--- src/rtl/led_pattern_player_pkg.sv ---
// Shared types and constants for the LED pattern player.
// Holds the FSM state enum, geometry constants and the period clamp rule.
package led_pkg;

   typedef enum logic {
      IDLE,
      RUN
   } state_e;

   localparam int unsigned STEPS              = 8;
   localparam int unsigned IDX_W              = 3;
   localparam int unsigned PER_W              = 32;
   localparam int unsigned MIN_PERIOD_DEFAULT = 1000;

   // 0 means stop; any nonzero period shorter than the minimum is raised to it.
   function automatic logic [PER_W-1:0] eff_period(input logic [PER_W-1:0] p,
                                                   input logic [PER_W-1:0] min_p);
      logic [PER_W-1:0] r;
      if (p == '0) begin
         r = '0;
      end else if (p < min_p) begin
         r = min_p;
      end else begin
         r = p;
      end
      return r;
   endfunction

endpackage

--- src/rtl/led_pattern_player_if.sv ---
// Command/status bundle between the UART command decoder and the LED player.
// master = decoder side, slave = player side.
interface led_pattern_player_if;

   logic [led_pkg::STEPS-1:0] ctrl;
   logic [led_pkg::PER_W-1:0] time_ctrl;
   logic                      cfg_valid;
   logic                      led;
   logic [led_pkg::IDX_W-1:0] step_idx;
   logic                      busy;
   logic                      cfg_ack;

   modport master (
      output ctrl, time_ctrl, cfg_valid,
      input  led, step_idx, busy, cfg_ack
   );

   modport slave (
      input  ctrl, time_ctrl, cfg_valid,
      output led, step_idx, busy, cfg_ack
   );

endinterface

--- src/rtl/led_pattern_player_step_timer.sv ---
// Step timer: holds the active period and the in-step cycle counter.
// tick_o marks the last cycle of a step; a zero period halts counting.
module step_timer
   import led_pkg::*;
(
   input  logic             sclk_i,
   input  logic             rst_ni,
   input  logic             load_i,
   input  logic [PER_W-1:0] per_i,
   output logic             tick_o
);

   logic [PER_W-1:0] per_q, per_d;
   logic [PER_W-1:0] cnt_q, cnt_d;

   // per_q is either 0 or >= the clamp minimum, so per_q-1 cannot underflow when used.
   always_comb begin
      tick_o = (per_q != '0) && (cnt_q == (per_q - PER_W'(1)));
      per_d  = per_q;
      cnt_d  = cnt_q;
      if (load_i) begin
         per_d = per_i;
         cnt_d = '0;
      end else if (tick_o) begin
         cnt_d = '0;
      end else if (per_q != '0) begin
         cnt_d = cnt_q + PER_W'(1);
      end
   end

   always_ff @(posedge sclk_i) begin
      if (!rst_ni) begin
         per_q <= '0;
         cnt_q <= '0;
      end else begin
         per_q <= per_d;
         cnt_q <= cnt_d;
      end
   end

endmodule

--- src/rtl/led_pattern_player.sv ---
// LED blink pattern player: double-buffered commands applied on step boundaries.
// FSM, pending buffer and LED mux live here; step timing is in step_timer.
module led_pattern_player
   import led_pkg::*;
#(
   parameter int unsigned MIN_PERIOD = MIN_PERIOD_DEFAULT
) (
   input logic                 sclk,
   input logic                 rst,
   led_pattern_player_if.slave cmd
);

   state_e           state_q, state_d;
   logic [STEPS-1:0] pat_q, pat_d;
   logic [IDX_W-1:0] step_q, step_d;
   logic             led_q, led_d;
   logic             ack_q, ack_d;
   logic [STEPS-1:0] pend_pat_q, pend_pat_d;
   logic [PER_W-1:0] pend_per_q, pend_per_d;
   logic             pend_v_q, pend_v_d;

   logic             tick;
   logic             load;
   logic [PER_W-1:0] load_per;
   logic [PER_W-1:0] in_per;
   logic             apply;
   logic [STEPS-1:0] apply_pat;
   logic [PER_W-1:0] apply_per;

   assign in_per = eff_period(cmd.time_ctrl, PER_W'(MIN_PERIOD));

   step_timer u_timer (
      .sclk_i (sclk),
      .rst_ni (rst),
      .load_i (load),
      .per_i  (load_per),
      .tick_o (tick)
   );

   always_comb begin
      state_d    = state_q;
      pat_d      = pat_q;
      step_d     = step_q;
      led_d      = led_q;
      ack_d      = 1'b0;
      pend_pat_d = pend_pat_q;
      pend_per_d = pend_per_q;
      pend_v_d   = pend_v_q;
      load       = 1'b0;
      load_per   = '0;
      apply      = 1'b0;
      apply_pat  = cmd.ctrl;
      apply_per  = in_per;

      case (state_q)
         IDLE: begin
            if (cmd.cfg_valid) apply = 1'b1;
         end
         RUN: begin
            if (tick) begin
               // A strobe on the boundary beats the pending command and discards it.
               if (cmd.cfg_valid) begin
                  apply = 1'b1;
               end else if (pend_v_q) begin
                  apply     = 1'b1;
                  apply_pat = pend_pat_q;
                  apply_per = pend_per_q;
               end else begin
                  step_d = step_q + IDX_W'(1);
                  led_d  = pat_q[step_d];
               end
               pend_v_d = 1'b0;
            end else if (cmd.cfg_valid) begin
               pend_pat_d = cmd.ctrl;
               pend_per_d = in_per;
               pend_v_d   = 1'b1;
            end
         end
      endcase

      if (apply) begin
         ack_d    = 1'b1;
         step_d   = '0;
         load     = 1'b1;
         load_per = apply_per;
         if (apply_per == '0) begin
            state_d = IDLE;
            led_d   = 1'b0;
         end else begin
            state_d = RUN;
            pat_d   = apply_pat;
            led_d   = apply_pat[0];
         end
      end
   end

   always_ff @(posedge sclk) begin
      if (!rst) begin
         state_q    <= IDLE;
         pat_q      <= '0;
         step_q     <= '0;
         led_q      <= 1'b0;
         ack_q      <= 1'b0;
         pend_pat_q <= '0;
         pend_per_q <= '0;
         pend_v_q   <= 1'b0;
      end else begin
         state_q    <= state_d;
         pat_q      <= pat_d;
         step_q     <= step_d;
         led_q      <= led_d;
         ack_q      <= ack_d;
         pend_pat_q <= pend_pat_d;
         pend_per_q <= pend_per_d;
         pend_v_q   <= pend_v_d;
      end
   end

   assign cmd.led      = led_q;
   assign cmd.step_idx = step_q;
   assign cmd.busy     = (state_q == RUN);
   assign cmd.cfg_ack  = ack_q;

endmodule

--- src/flat_wrapper.sv ---
// flat-port wrapper written by rule: the top's interface ports become plain ports
module led_pattern_player_flat import led_pkg::*;
#(
   parameter int unsigned MIN_PERIOD = MIN_PERIOD_DEFAULT
)
  (sclk, rst, cmd_ctrl, cmd_time_ctrl, cmd_cfg_valid, cmd_led, cmd_step_idx, cmd_busy, cmd_cfg_ack);
  led_pattern_player_if cmd_i ();
  input logic sclk;
  input logic rst;
  input wire logic [$bits(cmd_i.ctrl)-1:0] cmd_ctrl;
  input wire logic [$bits(cmd_i.time_ctrl)-1:0] cmd_time_ctrl;
  input wire logic [$bits(cmd_i.cfg_valid)-1:0] cmd_cfg_valid;
  output wire logic [$bits(cmd_i.led)-1:0] cmd_led;
  output wire logic [$bits(cmd_i.step_idx)-1:0] cmd_step_idx;
  output wire logic [$bits(cmd_i.busy)-1:0] cmd_busy;
  output wire logic [$bits(cmd_i.cfg_ack)-1:0] cmd_cfg_ack;
  assign cmd_i.ctrl = cmd_ctrl;
  assign cmd_i.time_ctrl = cmd_time_ctrl;
  assign cmd_i.cfg_valid = cmd_cfg_valid;
  assign cmd_led = cmd_i.led;
  assign cmd_step_idx = cmd_i.step_idx;
  assign cmd_busy = cmd_i.busy;
  assign cmd_cfg_ack = cmd_i.cfg_ack;
  led_pattern_player #(.MIN_PERIOD(MIN_PERIOD)) u_core (.sclk(sclk), .rst(rst), .cmd(cmd_i));
endmodule
--- config.mk ---
export PLATFORM = sky130hd
export DESIGN_NAME = led_pattern_player_flat
export DESIGN_NICKNAME = d
export VERILOG_FILES = /design/src/rtl/led_pattern_player_pkg.sv /design/src/rtl/led_pattern_player_if.sv /design/src/rtl/led_pattern_player_step_timer.sv /design/src/rtl/led_pattern_player.sv /design/src/flat_wrapper.sv
export SDC_FILE = /design/constraint.sdc
export NUM_CORES = 1
export LEC_CHECK = 0
export ABC_AREA = 1
export CAP_MARGIN = 20
export CORE_MARGIN = 2
export CORE_UTILIZATION = 25
export CTS_BUF_LIST = sky130_fd_sc_hd__clkbuf_16
export CTS_CLUSTER_DIAMETER = 150
export DETAILED_ROUTE_END_ITERATION = 10
export GPL_TIMING_DRIVEN = 1
export PLACE_DENSITY = 0.41
export SLEW_MARGIN = 0
export SYNTH_ARGS = -nofsm -noshare
export SYNTH_HDL_FRONTEND = slang
export SYNTH_SLANG_ARGS = --single-unit
--- constraint.sdc ---
create_clock -name sclk -period 3.4 [get_ports sclk]
set_input_delay 1.02 -clock sclk [delete_from_list [all_inputs] [get_ports sclk]]
set_output_delay 1.02 -clock sclk [all_outputs]
set_load 0.03 [all_outputs]
# Yosys cells after proc, flatten, opt, wreduce, memory -nomap -nowiden

Index checks and enable logic that the tools add are counted.

Register bits: 119
Bits in latches: 0
Bits in writable memories: 0
Memory bits (read-only): 0
Logic and storage cells: 66
Memories: 0

Add/sub/neg operators: 3
$mul: 0
Div/mod/pow operators: 0
Magnitude comparators: 2
Eq/ne operators: 3
Shift-type cells: 0
Muxes and demuxes: 28
Bitwise logic cells: 6
Reduce and logical (&&, ||, !) cells: 14

Operators with widths:

| operator              | number |
|---|---|
| $mux 32               | 7 |
| $logic_not 32->1      | 2 |
| $add 32x1->32 const B | 1 |
| $eq 32x32->1          | 1 |
| $lt 32x10->1 const B  | 1 |
| $mux 8                | 4 |
| $reduce_bool 32->1    | 1 |
| $sub 32x1->32 const B | 1 |
| $mux 1                | 15 |
| $reduce_and 4->1      | 2 |
| $not 1->1             | 6 |
| $reduce_bool 2->1     | 3 |
| $lt 3x4->1 const B    | 1 |
| $reduce_and 2->1      | 2 |
| $add 3x1->3 const B   | 1 |
| $bmux 1 s3            | 1 |
| $reduce_and 3->1      | 1 |
| $reduce_or 3->1       | 1 |
| $ne 2x1->1 const B    | 1 |
| $ne 2x2->1 const B    | 1 |
| $pmux 1 s2            | 1 |
| $reduce_or 2->1       | 1 |
| $logic_and 1x1->1     | 1 |

# Depth between registers and ports, before layout

Gate-level depths: netlist of run 1.

Depth in word-level cells: 10
Depth in mapped cells: 26
Mapped depth without buffers: 25

# Cells and area by module

A second synthesis of run 1 with hierarchy kept.

Cells, all modules: 1209
Area total of the unflattened synthesis: 7511.0 sq um

Modules (own cells, without submodules):

| module             | times used | cells an instance | area each (sq um) |
|---|---|---|---|
| step_timer         | 1          | 730               | 4509.3 |
| led_pattern_player | 1          | 479               | 3001.6 |

# Worst setup path before layout of run 1

OpenSTA, ideal clock, no wires.

Kind: reg2reg
Start: reg u_core.u_timer.per_q[0]
End: reg u_core.pend_per_q[8]
Library setup time: 123 ps
Arrival time: 2725 ps
Path slack: 552 ps
Cell stages (with the launch flop): 24
Path buffers: 2
Cell sequence: dfxtp_1 > inv_1 > ha_1 > nand2_2 > nor2_8 > buf_8 > nand3b_1 > nand2_1 > nand2_1 > nor2_1 > nand2_1 > nor2_1 > nand3_1 > nor2_4 > inv_2 > nand2_1 > o21ai_2 > nor2_8 > inv_4 > nand2_4 > inv_2 > buf_4 > o21ai_1 > a21oi_1

Cells in the longest elaborated chain, start to end: 5
Elaborated cells on any way between the ends: 6
Classes of those cells: 1 x add/sub; 1 x eq/ne; 1 x bitwise; 3 x reduce/logical

RTL lines:

| element                               | RTL line                            | RTL |
|---|---|---|
| from (decl)                           | led_pattern_player_step_timer.sv:13 | `logic [PER_W-1:0] per_q, per_d;` |
| from (signal assigned)                | led_pattern_player_step_timer.sv:36 | `per_q <= per_d;` |
| $sub 32x1->32                         | led_pattern_player_step_timer.sv:18 | `tick_o = (per_q != '0) && (cnt_q == (per_q - PER_W'(1)));` |
| $eq 32x32->1                          | led_pattern_player_step_timer.sv:18 |  |
| $logic_and 1x1->1 (*)                 | led_pattern_player_step_timer.sv:18 |  |
| $not 1->1 (no source line) (*)        | -                                   |  |
| $reduce_and 3->1 (no source line) (*) | -                                   |  |
| to (signal assigned)                  | led_pattern_player.sv:114           | `pend_per_q <= pend_per_d;` |
| to (decl)                             | led_pattern_player.sv:19            | `logic [PER_W-1:0] pend_per_q, pend_per_d;` |

Mark *: on every way between the ends. The rest lies on a longest branch, timed or not.
A chain may end at the register's enable or synchronous reset.

# Worst setup path after layout of run 1

Start: reg u_core.u_timer.per_q[1]
End: reg u_core.pat_q[0]

Cells in the longest elaborated chain, start to end: 8
Elaborated cells on any way between the ends: 13
Classes of those cells: 1 x add/sub; 1 x eq/ne; 6 x mux; 1 x bitwise; 4 x reduce/logical

RTL lines:

| element                           | RTL line                            | RTL |
|---|---|---|
| $sub 32x1->32                     | led_pattern_player_step_timer.sv:18 |  |
| $eq 32x32->1                      | led_pattern_player_step_timer.sv:18 |  |
| $logic_and 1x1->1 (*)             | led_pattern_player_step_timer.sv:18 |  |
| $mux 32                           | led_pattern_player.sv:60            | `if (tick) begin` |
| $mux 32                           | led_pattern_player.sv:55            | `case (state_q)` |
| $logic_not 32->1                  | led_pattern_player.sv:86            | `if (apply_per == '0) begin` |
| $not 1->1 (no source line)        | -                                   |  |
| $reduce_and 2->1 (no source line) | -                                   |  |
| to (signal assigned)              | led_pattern_player.sv:109           | `pat_q <= pat_d;` |
| to (decl)                         | led_pattern_player.sv:14            | `logic [STEPS-1:0] pat_q, pat_d;` |

Marked as above.

==> results by stage, run 1 <==
Floorplanning:
- The core region is 0.0306 mm^2.
- The floorplan step set the die height to 180 um.
- From left edge to right edge, the die measures 180 um.
- The initial cell density of the core is 0.253.
- The die covers 0.0324 mm^2.
- The floorplan has 64 rows.
- The I/O pin count is 49.

Global route:
- The wire length of the first global-routing pass is 40,900 um.
- For this run, the total global-route usage over all layers was measured as 0.156.
- The via count of the first global-routing pass was 7,596.
- The pin count of the biggest net entering global routing is 54.
- The initial antenna violation count came to 0.
- For this run the aggregate overflow at the end of global routing stands at 0.

Timing:
- Headroom to the max-slew limit came out at 0.562.
- The worst path needs 3.29 ns of the cycle, external delays included.
- The final hold violation count is 0.
- For this run, the top clock speed supported by timing is 0.304 GHz.
- Setup repair after global routing could not meet its margin everywhere.
- For the pin with the worst max-slew slack, the measured transition is 0.653 ns.
- The final total negative setup slack is 0 ns.
- The number of pins with negative max-slew slack in the final report is 0.
- The final setup skew is 0.0191 ns.
- The number of failing setup endpoints in the final timing report is 0.
- Of the available clock period, the critical path in the final layout requires 0.967.

Yosys:
- By area the synthesized netlist is led by sky130_fd_sc_hd__dfxtp_1, sky130_fd_sc_hd__nand2_1, sky130_fd_sc_hd__inv_1, sky130_fd_sc_hd__nor2_1, sky130_fd_sc_hd__nand3_1.
- Synthesis produced 1,206 cells.
- The number of distinct library cells after synthesis is 48.
- Summing every instance area after synthesis gives 0.00775 mm^2.
- The average instance in the mapped netlist occupies 6.43 um^2.
- During synthesis, Yosys emitted a total of 0 warnings.
- The proportion of netlist area held by the largest area contributor is 0.307.
- The synthesized netlist net count is 1,253.
- The number of synthesized register bits is 119.
- In the synthesized netlist the async set-or-reset flop fraction comes to 0.
- Counting flops with a built-in enable in the synthesized netlist gives 0.
- By count the netlist is led by sky130_fd_sc_hd__nand2_1, sky130_fd_sc_hd__inv_1, sky130_fd_sc_hd__nor2_1, sky130_fd_sc_hd__dfxtp_1, sky130_fd_sc_hd__nand3_1.
- The dominant synthesized flop cell is sky130_fd_sc_hd__dfxtp_1.
- The leading cell type by number of instances after synthesis is sky130_fd_sc_hd__nand2_1.
- Of the synthesized area, sequential elements account for 0.307.
- The top cell type by total area after synthesis is sky130_fd_sc_hd__dfxtp_1.

Pwr:
- The post-route total power is 5.33 mW.
- The leakage dissipation is 4.78 nW.
- The clock share of power is 0.358.
- The share of power burned in registers is 0.300.
- Of the total power, combinational logic draws 0.342.
- The power density relative to cell area is 494 mW/mm^2.
- The maximum vdd ir drop is 304 uV.
- Of the total power, the share spent switching nets is 0.373.
- The cell-internal power is 3.34 mW.
- For this design the total switching power over the nets is 1.99 mW.

CTS:
- After clock tree synthesis, the clock-pin slew on the worst setup and hold paths is 0.07 ns.
- The clock tree from TritonCTS is built.
- The H-tree was split into 4 levels.
- The clock reaches the later pin of the worst-skew pair after 0.43 ns.
- Counting along the longest clock path gives a buffer depth of 2.
- Buffers inserted to repair hold after CTS numbered 0.
- The clock net in this run drives a total of 119 sinks.
- TritonCTS created 17 clock buffers.
- The root buffer cell chosen for the clock tree is sky130_fd_sc_hd__clkbuf_16.

Detailed routing:
- The detail route stage leaves a number of antenna-violating nets equal to 0.
- The total detailed-routing wirelength is 25,200 um.
- The detailed-route wire length per cell is 14.1 um.
- The number of vias per cell is 4.47.
- For this block, the initial DRC count from the detailed router was 364.
- After detailed routing, the number of remaining DRC violations is 0.
- The detailed-router iteration count before antenna repair is 5.
- The detailed router placed 8,022 vias in this run.

Worst setup path:
- The worst setup path is launched from a flip-flop.
- The critical path endpoint category is a flip-flop.
- The arrival time of the worst setup path is 3.64 ns.
- The classification of the worst setup path is reg2reg.
- The count of cells along the worst register-to-register path is 24.
- STA puts the critical path data required time at 3.75 ns.
- The largest fanout of any net on the critical path is 10.

Placed design:
- Routability-driven placement finished with a final weighted congestion of 0.856.
- The wire-length estimate of the detail-placed layout is 19,500 um.
- The number of buffers added on ports is 48.

Flow run:
- The number of violations of the max-capacitance limit is 0.

Layout:
- The count of fill cells added during filler insertion is 3,393.
- The count of nets after finishing is 1,431.
- Compared with the post-synthesis result, the final layout area differs by 39.2%.
- In the final layout, the share of cells above drive strength 1 is 0.253.
- The diode insertion count for antenna repair is 0.

Worst hold path:
- Counting instances, the worst hold path has a depth of 2.
- In this run the worst hold path is classified as reg2reg.

Status:
- The flow ran to the end, and the final reports show no timing, DRC or antenna violations.
-- what timing repair did --
action,CTS,global route
buffers inserted,0,10
cloned,0,1
endpoints found under the setup margin,24,112
pin swaps,1,32
gates resized for setup,13,125
-- cells by family after synthesis --
logic type | share of synthesized area
AO/OA/AOI/OAI | 0.123
buffers and inverters | 0.107
flip-flops | 0.307
AND/OR/NAND/NOR | 0.405
adder cells (fa/ha/maj) | 0.00646
XOR/XNOR | 0.0517
-- sequential cells by signal, summed over array words and instances, names as in the netlist --
signal,count
u_core.pend_v_q,1
u_core.cmd.cfg_ack,1
u_core.u_timer.cnt_q,32
u_core.u_timer.per_q,32
u_core.cmd.step_idx,3
u_core.pend_per_q,32
u_core.pat_q,8
u_core.pend_pat_q,8
u_core.cmd.led,1
u_core.cmd.busy,1
-- final cells by class --
type	count	area, um^2	area share
repair buffers	196	1750	0.162
well taps	396	495	0.0459
inverters	153	588	0.0545
flip-flops and latches	119	2400	0.223
clock buffers	17	425	0.0394
clock inverters	15	180	0.0167
multi-input cells	897	4940	0.458
-- final timing paths --
path | end | slack, ns | from
setup / recovery | u_core.pat_q[0] | 0.11 | u_core.u_timer.per_q[1]
hold / removal | u_core.pend_per_q[16] | 0.45 | u_core.pend_per_q[16]
setup reg to reg | u_core.pat_q[0] | 0.11 | u_core.u_timer.per_q[1]
hold reg to reg | u_core.pend_per_q[16] | 0.45 | u_core.pend_per_q[16]
-- per-layer routing --
layer | routed length, um | track usage | up-vias
met5 | 0 | 0 | -
met4 | 254 | 0.0377 | 0
met3 | 615 | 0.0202 | 13
met2 | 11400 | 0.249 | 104
met1 | 12900 | 0.224 | 3618
li1 | - | - | 4287
-- cells in the final DEF, fill, tap and decap left out, types with 14 or more instances in the layout --
cell type | Yosys | routed
sky130_fd_sc_hd__nand2_1 | 315 | 289
sky130_fd_sc_hd__inv_1 | 146 | 143
sky130_fd_sc_hd__buf_4 | 12 | 129
sky130_fd_sc_hd__nor2_1 | 139 | 105
sky130_fd_sc_hd__dfxtp_1 | 119 | 105
sky130_fd_sc_hd__nand3_1 | 85 | 75
sky130_fd_sc_hd__a21oi_1 | 67 | 60
sky130_fd_sc_hd__clkdlybuf4s50_1 | 0 | 47
sky130_fd_sc_hd__nand4_1 | 45 | 45
sky130_fd_sc_hd__o21ai_0 | 44 | 42
sky130_fd_sc_hd__nand2_2 | 17 | 39
sky130_fd_sc_hd__nor2_2 | 15 | 38
sky130_fd_sc_hd__o21ai_1 | 27 | 27
sky130_fd_sc_hd__xor2_1 | 23 | 22
sky130_fd_sc_hd__nor2_4 | 9 | 20
sky130_fd_sc_hd__xnor2_1 | 19 | 18
sky130_fd_sc_hd__clkbuf_16 | 0 | 17
sky130_fd_sc_hd__o22ai_1 | 16 | 16
sky130_fd_sc_hd__dfxtp_2 | 0 | 14
-- critical path, stage by stage (launching register included) --
cell and delay (ns):
sky130_fd_sc_hd__dfxtp_2 0.34, sky130_fd_sc_hd__inv_4 0.08, sky130_fd_sc_hd__ha_4 0.17, sky130_fd_sc_hd__nand2_8 0.08, sky130_fd_sc_hd__nor2_8 0.14, sky130_fd_sc_hd__buf_6 0.14, sky130_fd_sc_hd__nand4_1 0.22, sky130_fd_sc_hd__nand3_2 0.18
sky130_fd_sc_hd__nand2_1 0.07, sky130_fd_sc_hd__nand3b_1 0.15, sky130_fd_sc_hd__nor2_1 0.11, sky130_fd_sc_hd__nand2_1 0.11, sky130_fd_sc_hd__nor2_4 0.12, sky130_fd_sc_hd__buf_12 0.15, sky130_fd_sc_hd__buf_12 0.13, sky130_fd_sc_hd__nand4_1 0.09
sky130_fd_sc_hd__nand2_2 0.10, sky130_fd_sc_hd__nand2_1 0.05, sky130_fd_sc_hd__nor2_1 0.10, sky130_fd_sc_hd__nand2_1 0.11, sky130_fd_sc_hd__nor2_4 0.15, sky130_fd_sc_hd__nand2_4 0.11, sky130_fd_sc_hd__nand2_8 0.13, sky130_fd_sc_hd__nand2_1 0.07
sky130_fd_sc_hd__a21oi_2 0.10
-- stage by stage --
stage | util | setup slack [ns] | cell area, um^2 | hold slack [ns] | cells
2_1_floorplan | - | 0.552 | 7750 | 0.425 | 1206
3_3_place_gp | 0.314 | -0.332 | 9610 | 0.441 | 1750
3_5_place_dp | 0.314 | -0.363 | 9610 | 0.447 | 1750
4_1_cts | 0.335 | 0.00470 | 10300 | 0.457 | 1782
5_1_grt | 0.353 | -0.134 | 10800 | 0.472 | 1793
6_report | 0.353 | 0.113 | 10800 | 0.453 | 1793
-- power by group through the flow --
stage	clock, mW	sequential, mW	combinational [mW]
2_1_floorplan	0	1.60	1.10
3_3_place_gp	0	1.61	1.69
3_5_place_dp	0	1.62	1.69
4_1_cts	1.97	1.58	1.71
5_1_grt	2.02	1.62	2.03
6_report	1.91	1.60	1.82
No activity file was read; power rests on OpenSTA's default activity.
==> inputs of run 2 (changes only) <==
- DONT_BUFFER_PORTS: not set -> 1
- PLACE_DENSITY: 0.41 -> 0.39
==> run 2 against run 1 <==
  * Setup slack worse by 0.11 ns
  * Non-clock buffer count decreased by 82
  * Register-to-register slack got worse by 0.11 ns
  * Maximum frequency is 3.1% lower
  * Via count is 2.8% lower
  * Worst hold slack lost 0.0052 ns
  * Flip-flop and latch count did not move
  * Design area down 7.9%
  * Cell count fell by 4.5%
  * Clock skew fell by 0.0073 ns
  * Combinational power shrank 5%
  * Total power is 3.0% lower
  * Largest power group unchanged
==> results by stage, run 2 (same netlist as run 1, synthesis figures left out) <==
Status:
- The flow ran to the end, and the final reports show no timing, DRC or antenna violations.

Timing:
- Derived from the worst setup path, the maximum achievable clock frequency is 0.295 GHz.
- The final cycle utilization of the critical path is 0.998.
- For the final routed database, the setup TNS stands at 0 ns.
- The worst-case hold slack is 0.448 ns.
- The relative slew slack is 0.643.
- The clock arrives with 0.0118 ns of skew.
- The minimum clock period after layout is 3.39 ns.
- Setup violations remaining at the end of the flow were counted as 0.
- The final hold violation count is 0.
- The worst-margin pin slew is 0.535 ns.
- Setup repair after global routing could not meet its margin everywhere.
- The number of pins with negative max-slew slack in the final report is 0.

Pwr:
- The maximum vdd ir drop is 265 uV.
- In this run the static leakage power is 4.38 nW.
- The switching power is 1.93 mW.
- The share of total power dissipated in combinational logic is 0.335.
- The switching share of power is 0.373.
- Internal power comes to 3.24 mW.
- The share of total power dissipated in sequential elements is 0.311.
- Of the total power, the clock network draws 0.354.
- In this run the power density over the cells is 521 mW/mm^2.

Global route:
- The initial antenna violation count is 0.
- Entering global routing, the biggest net connects 55 pins.
- The via count of the first global-routing pass is 7,333.
- The overall track demand over capacity in global routing is 0.159.
- Global routing finished with a remaining overflow of 0.
- The first global-routing pass estimated 41,000 um of wire.

Floorplanning:
- The die outline height is 180 um.
- The floorplan has 64 rows.
- The area of the die is 0.0324 mm^2.
- The initial cell density of the core is 0.253.
- The floorplan step set the die width to 180 um.
- The I/O pin count is 49.
- The total area inside the core boundary comes to 0.0306 mm^2.

Detailed routing:
- In the routed layout, each cell is associated on average with a via count of 4.56.
- In this run, the number of DRC markers left after iteration 0 of detailed routing was 364.
- The count of antenna-violating nets left after detailed routing is 0.
- The detailed-route wire length per cell is 15.1 um.
- For this run, design rule violations remaining after detail routing come to 0.
- The total detailed-routing wirelength is 25,900 um.
- The detailed-router iteration count before antenna repair is 5.
- The detailed router placed 7,800 vias in this run.

Layout:
- The count of fill cells added during filler insertion is 3,461.
- Leaving out fill and tap cells, the most frequent cells in the layout are sky130_fd_sc_hd__nand2_1, sky130_fd_sc_hd__inv_1, sky130_fd_sc_hd__nor2_1.
- The largest registers in the layout are u_core.pend_per_q (32), u_core.u_timer.cnt_q (32), u_core.u_timer.per_q (32).
- The diode insertion count for antenna repair is 0.
- The count of nets after finishing is 1,350.
- The leading cell type in the layout, fill and taps excluded is sky130_fd_sc_hd__nand2_1.
- The summed area of non-filler cells in the final layout is 0.00993 mm^2.
- Of the cells placed in the final design, the portion with a size suffix greater than 1 is 0.217.
- The sequential cells in the finished layout cover a total of 0.00240 mm^2.
- From synthesis to final layout, the design area changed by 28.1%.
- In the final layout, the multi-input gates occupy 0.00488 mm^2.

Placed design:
- The instance area after placement is 0.00880 mm^2.
- The final weighted congestion in routability-driven placement is 0.837.
- Once detailed placement completed, the half-perimeter wirelength came to 19,900 um.
- Port buffering added 0 buffers.

CTS:
- The clock passes through at most 2 buffers.
- The H-tree was split into 4 levels.
- The clock buffer count from CTS is 17.
- After clock tree synthesis, the clock-pin slew on the worst setup and hold paths is 0.06 ns.
- The number of buffers inserted for hold repair after clock tree synthesis is 0.
- The total clock sinks is 119.
- Clock latency on the worst-skew pair, taken at its later pin, is 0.44 ns.
- The tree is rooted in a sky130_fd_sc_hd__clkbuf_16.
- The clock tree from TritonCTS is built.

Worst setup path:
- The critical path in this run is classified as reg2reg.
- In this design, the largest share of critical-path delay is due to simple AND/OR/NAND/NOR gates.
- The buffers plus inverters on the worst setup path is 4.
- For flop-to-flop paths, the worst setup slack is 0.008 ns.
- The reg-to-reg critical path endpoint is u_core.pat_q[3].
- The critical path endpoint category is a flip-flop.
- For this run, the slowest stage of the critical path takes 0.36 ns.
- The reg-to-reg startpoint is u_core.u_timer.per_q[1].
- STA classifies the critical path startpoint as a flip-flop.
- The count of cells along the worst register-to-register path is 25.
- The arrival time of the worst setup path is 3.76 ns.
- On the critical path, the stage with the largest delay is an instance of sky130_fd_sc_hd__dfxtp_4.
- Along the worst path, the maximum fanout reaches 8.
- The most used cell along the critical path is sky130_fd_sc_hd__nand2_1.
- The critical path data required time is 3.77 ns.

Worst hold path:
- The number of cells on the worst hold path is 2.
- The startpoint of the lowest-slack hold path is u_core.pend_pat_q[7].
- The end point of the worst hold path is u_core.pend_pat_q[7].
- In this run the worst hold path is classified as reg2reg.

Flow run:
- The number of violations of the max-capacitance limit is 0.
==> run 2: final cells by class <==
class,instances,share of cell area
Multi-Input combinational cell,898,0.491
Inverter,153,0.0596
Clock inverter,15,0.0156
Tap cell,396,0.0499
Sequential cell,119,0.242
Timing Repair Buffer,114,0.0987
Clock buffer,17,0.0428
==> run 2: metal layers <==
| layer | global-route usage | wire length [um] | vias up |
|---|---|---|---|
| met3 | 0.0273 | 924 | 24 |
| met1 | 0.223 | 12700 | 3541 |
| met2 | 0.248 | 11700 | 125 |
| met5 | 0 | 0 | - |
| li1 | - | - | 4110 |
| met4 | 0.0529 | 523 | 0 |
==> run 2: tightest hold or removal path, stage by stage (launching register included) <==
cell and delay [ns]:
sky130_fd_sc_hd__dfxtp_1 0.30, sky130_fd_sc_hd__inv_1 0.06, sky130_fd_sc_hd__a21oi_1 0.05
==> run 2: through the flow <==
step                      power, mW  utilization  setup slack [ns]  instances
after floorplan                2.70            -             0.552       1206
after global placement         3.19        0.288            -0.140       1664
after detailed placement       3.19        0.288            -0.177       1664
after CTS                      5.08        0.309            0.0148       1698
after global routing           5.50        0.325            -0.224       1712
final                          5.17        0.325           0.00836       1712
==> run 2: what timing repair did <==
action | in CTS | in global routing
setup buffers | 1 | 11
cloned | 1 | 3
endpoints found under the setup margin | 25 | 89
endpoints found under the hold margin | 0 | 0
pin swaps | 2 | 29
gates resized for setup | 15 | 93
==> run 2: worst max-delay path by stage <==
stage,slack [ns],cells after the start,from,end
2_1_floorplan,0.55,23,u_core.u_timer.per_q[0],u_core.pend_per_q[8]
3_3_place_gp,-0.14,26,u_core.u_timer.per_q[0],u_core.pat_q[1]
3_5_place_dp,-0.18,26,u_core.u_timer.per_q[0],u_core.pat_q[2]
4_1_cts,0.01,27,u_core.u_timer.per_q[0],u_core.pat_q[2]
5_1_grt,-0.22,24,u_core.u_timer.per_q[1],u_core.pat_q[1]
6_report,0.008,25,u_core.u_timer.per_q[1],u_core.pat_q[3]
==> run 2: power by group through the flow <==
stage | logic, mW | registers (mW) | clock network (mW)
6_report | 1.73 | 1.61 | 1.83
5_1_grt | 1.94 | 1.62 | 1.94
4_1_cts | 1.61 | 1.60 | 1.88
3_5_place_dp | 1.57 | 1.63 | 0
3_3_place_gp | 1.57 | 1.63 | 0
2_1_floorplan | 1.10 | 1.60 | 0
==> inputs of run 3 (changes only) <==
- PLACE_DENSITY: 0.39 -> not set
- PLACE_DENSITY_LB_ADDON: not set -> 0.2
==> run 3 against run 2 <==
  * The flow now finishes with violations (setup timing)
  * Total power grew 0.70%
  * Via count rose by 0.32%
  * Design area decreased by 1.0%
  * First-iteration DRC count grew 32%
  * Die area unchanged
  * Flip-flop and latch count unchanged
  * Non-clock buffer count is 7 lower
  * Global-route usage fell by 0.43 points
  * Sequential share of layout area up 0.094 points
  * Clock power grew 3%
  * Maximum frequency down 0.41%
  * Count of clock-buffer cells in the layout did not move
  * Critical path type unchanged
  * Critical endpoint is now u_core.pat_q[5]
  * Largest cell class unchanged
  * Largest power group unchanged
==> results by stage, run 3 (same netlist as run 1, synthesis figures left out) <==
Timing:
- Setup repair after global routing could not meet its margin everywhere.
- Timing would allow up to 0.294 GHz.
- The clock arrives with 0.0165 ns of skew.
- The minimum clock period after layout is 3.41 ns.
- The number of pins with negative max-slew slack in the final report came to 0.
- The relative slew slack is 0.634.
- Setup violations remaining at the end of the flow were counted as 1.
- The final total negative setup slack is -0.00566 ns.
- The final cycle utilization of the critical path is 1.00.
- The worst-margin pin slew is 0.541 ns.
- The post-route worst setup slack is -0.00566 ns.
- The final hold violation count is 0.

Pwr:
- Summing internal, switching and leakage power gives 5.21 mW.
- The worst-case IR drop observed on VDD is 303 uV.
- The power density relative to cell area is 530 mW/mm^2.
- Of the total power, the share spent switching nets is 0.378.
- For this design the static power due to leakage is 4.35 nW.
- The clock share of power is 0.362.
- In this run the power spent charging and discharging nets is 1.97 mW.
- The cell-internal power is 3.24 mW.
- Of the total power, combinational logic draws 0.331.
- The share of total power dissipated in sequential elements is 0.307.

CTS:
- The cell at the root of the clock tree is sky130_fd_sc_hd__clkbuf_16.
- At the later pin of the worst-skew pair, clock insertion delay measures 0.43 ns.
- In this run, post-CTS hold repair placed 0 buffers.
- The clock tree from TritonCTS is built.
- The maximum root-to-sink buffer count is 2.
- The number of clock buffers added by TritonCTS is 17.
- The H-tree level count is 4.
- The tree built by TritonCTS fans out to 119 sinks.
- The clock-pin slew reported for the worst setup and hold paths after clock tree synthesis is 0.07 ns.

Placed design:
- The number of buffers added on ports is 0.
- Once placement finished, the instance area stood at 0.00865 mm^2.
- At the end of routability-driven placement, the weighted congestion stood at 0.885.
- The number of instances in the placed design is 1,646.
- Detailed placement ended at an HPWL of 18,900 um.

Floorplanning:
- The area of the core is 0.0306 mm^2.
- For this configuration, the core starts out at a cell density of 0.253.
- During I/O placement, the number of pins put on the boundary was 49.
- The cell row count is 64.
- The width of the chip is 180 um.
- The die covers 0.0324 mm^2.
- Measured along the y axis, the die boundary spans 180 um.

Worst hold path:
- The min-delay analysis places its worst path in the category reg2reg.

Worst setup path:
- Data on the critical path arrives at its endpoint at 3.72 ns.
- The critical path endpoint category is a flip-flop.
- In this run the worst path has a maximum fanout of 7.
- In this design, the stage delay of the slowest critical-path cell is 0.34 ns.
- The critical path launch point type is a flip-flop.
- The critical path's slowest cell is sky130_fd_sc_hd__dfxtp_2.
- The critical path data required time is 3.72 ns.
- The worst setup path is of the reg2reg kind.

Layout:
- For this run, the number of standard cells in the final layout without fillers is 1,704.
- The summed area of non-filler cells in the final layout is 0.00983 mm^2.
- The share of final-layout standard cells stronger than drive strength 1 is 0.211.
- Relative to the synthesized area, the layout overhead comes to 26.8%.
- The final layout contains 1,342 nets.
- The leading cell type in the layout, fill and taps excluded is sky130_fd_sc_hd__nand2_1.
- In the final layout, the registers with the most flip-flops are u_core.pend_per_q (32), u_core.u_timer.cnt_q (32), u_core.u_timer.per_q (32).
- In the layout the commonest cells are sky130_fd_sc_hd__nand2_1, sky130_fd_sc_hd__inv_1, sky130_fd_sc_hd__nor2_1.
- 0 antenna diodes ended up in the layout.
- The layout has 3,458 filler cells.

Detailed routing:
- The detailed-route via count is 7,825.
- Dividing the detail-routed wire length by the instance count gives 14.9 um.
- The total detailed-routing wirelength is 25,300 um.
- Using the TritonRoute via totals, the vias-per-cell ratio works out to 4.59.
- The residual DRC count is 0.
- The number of DRC violations after detailed-routing iteration 0 is 481.
- The detailed-router iteration count before antenna repair is 5.
- In this run the remaining antenna-violating nets after routing total 0.

Flow run:
- The number of violations of the max-capacitance limit is 0.

Global route:
- The via count of the first global-routing pass is 7,464.
- Summed over all layers, the global routing overflow is 0.
- The wire length of the first global-routing pass is 40,400 um.
- Entering global routing, the biggest net connects 55 pins.
- The initial antenna violation count is 0.
- The overall track demand over capacity in global routing is 0.155.

Status:
- The run finished, with violations left.
- The checks that failed: setup timing.
## run 3: changes by cell type in the layout (fill, tap and decap cells not counted), sizes merged
cell	previous run	this run
nand2	337	336
inv	154	157
buf	112	106
clkbuf	19	18
clkinv	8	6
clkinvlp	4	3
## run 3: timing repair
item | 4_1_cts | 5_1_grt
pin swaps | 5 | 33
endpoints found under the hold margin | 0 | 0
gates resized for setup | 14 | 83
endpoints found under the setup margin | 86 | 86
cloned | 1 | 1
buffers inserted | 2 | 22
## run 3: metrics by stage
stage / hold WS, ns / util / worst slack (ns)
floorplan: 0.425 / - / 0.552
global placement: 0.433 / 0.283 / -0.212
detailed placement: 0.438 / 0.283 / -0.246
CTS: 0.448 / 0.305 / 0.00783
global route: 0.467 / 0.321 / -0.232
finish: 0.445 / 0.321 / -0.00566
## run 3: layer usage
metal	global-route usage	share of wire
met4	0.0503	0.021
met5	0	0
met3	0.0265	0.033
met2	0.240	0.45
met1	0.218	0.50
## run 3: area by class of cell
cell class | count | area, um^2 | share of cell area
repair buffers | 107 | 906 | 0.0922
multi-input cells | 897 | 4860 | 0.494
well taps | 396 | 495 | 0.0504
inverters | 153 | 584 | 0.0595
clock inverters | 15 | 170 | 0.0173
clock buffers | 17 | 425 | 0.0433
flip-flops and latches | 119 | 2390 | 0.243
## run 3: power by group through the flow
stage / clock network [mW] / logic [mW] / registers, mW
detailed placement: 0 / 1.55 / 1.62
CTS: 1.93 / 1.60 / 1.59
finish: 1.88 / 1.73 / 1.60
floorplan: 0 / 1.10 / 1.60
global placement: 0 / 1.55 / 1.62
global route: 1.99 / 1.91 / 1.61
## run 3: critical path, delay by kind of cell, from the launching register on
family                   cells  cell delay, ns
AO/OA/AOI/OAI                2            0.13
XOR/XNOR                     1            0.14
adder cells (fa/ha/maj)      1            0.18
buffers and inverters        6            0.78
flip-flops                   1            0.34
AND/OR/NAND/NOR             15            1.70
## run 3: final timing paths
path	from	to	slack [ns]	cells after the start
setup / recovery	u_core.u_timer.per_q[0]	u_core.pat_q[5]	-0.006	25
hold / removal	u_core.pend_pat_q[7]	u_core.pend_pat_q[7]	0.44	2
setup reg to reg	u_core.u_timer.per_q[0]	u_core.pat_q[5]	-0.006	25
hold reg to reg	u_core.pend_pat_q[7]	u_core.pend_pat_q[7]	0.44	2
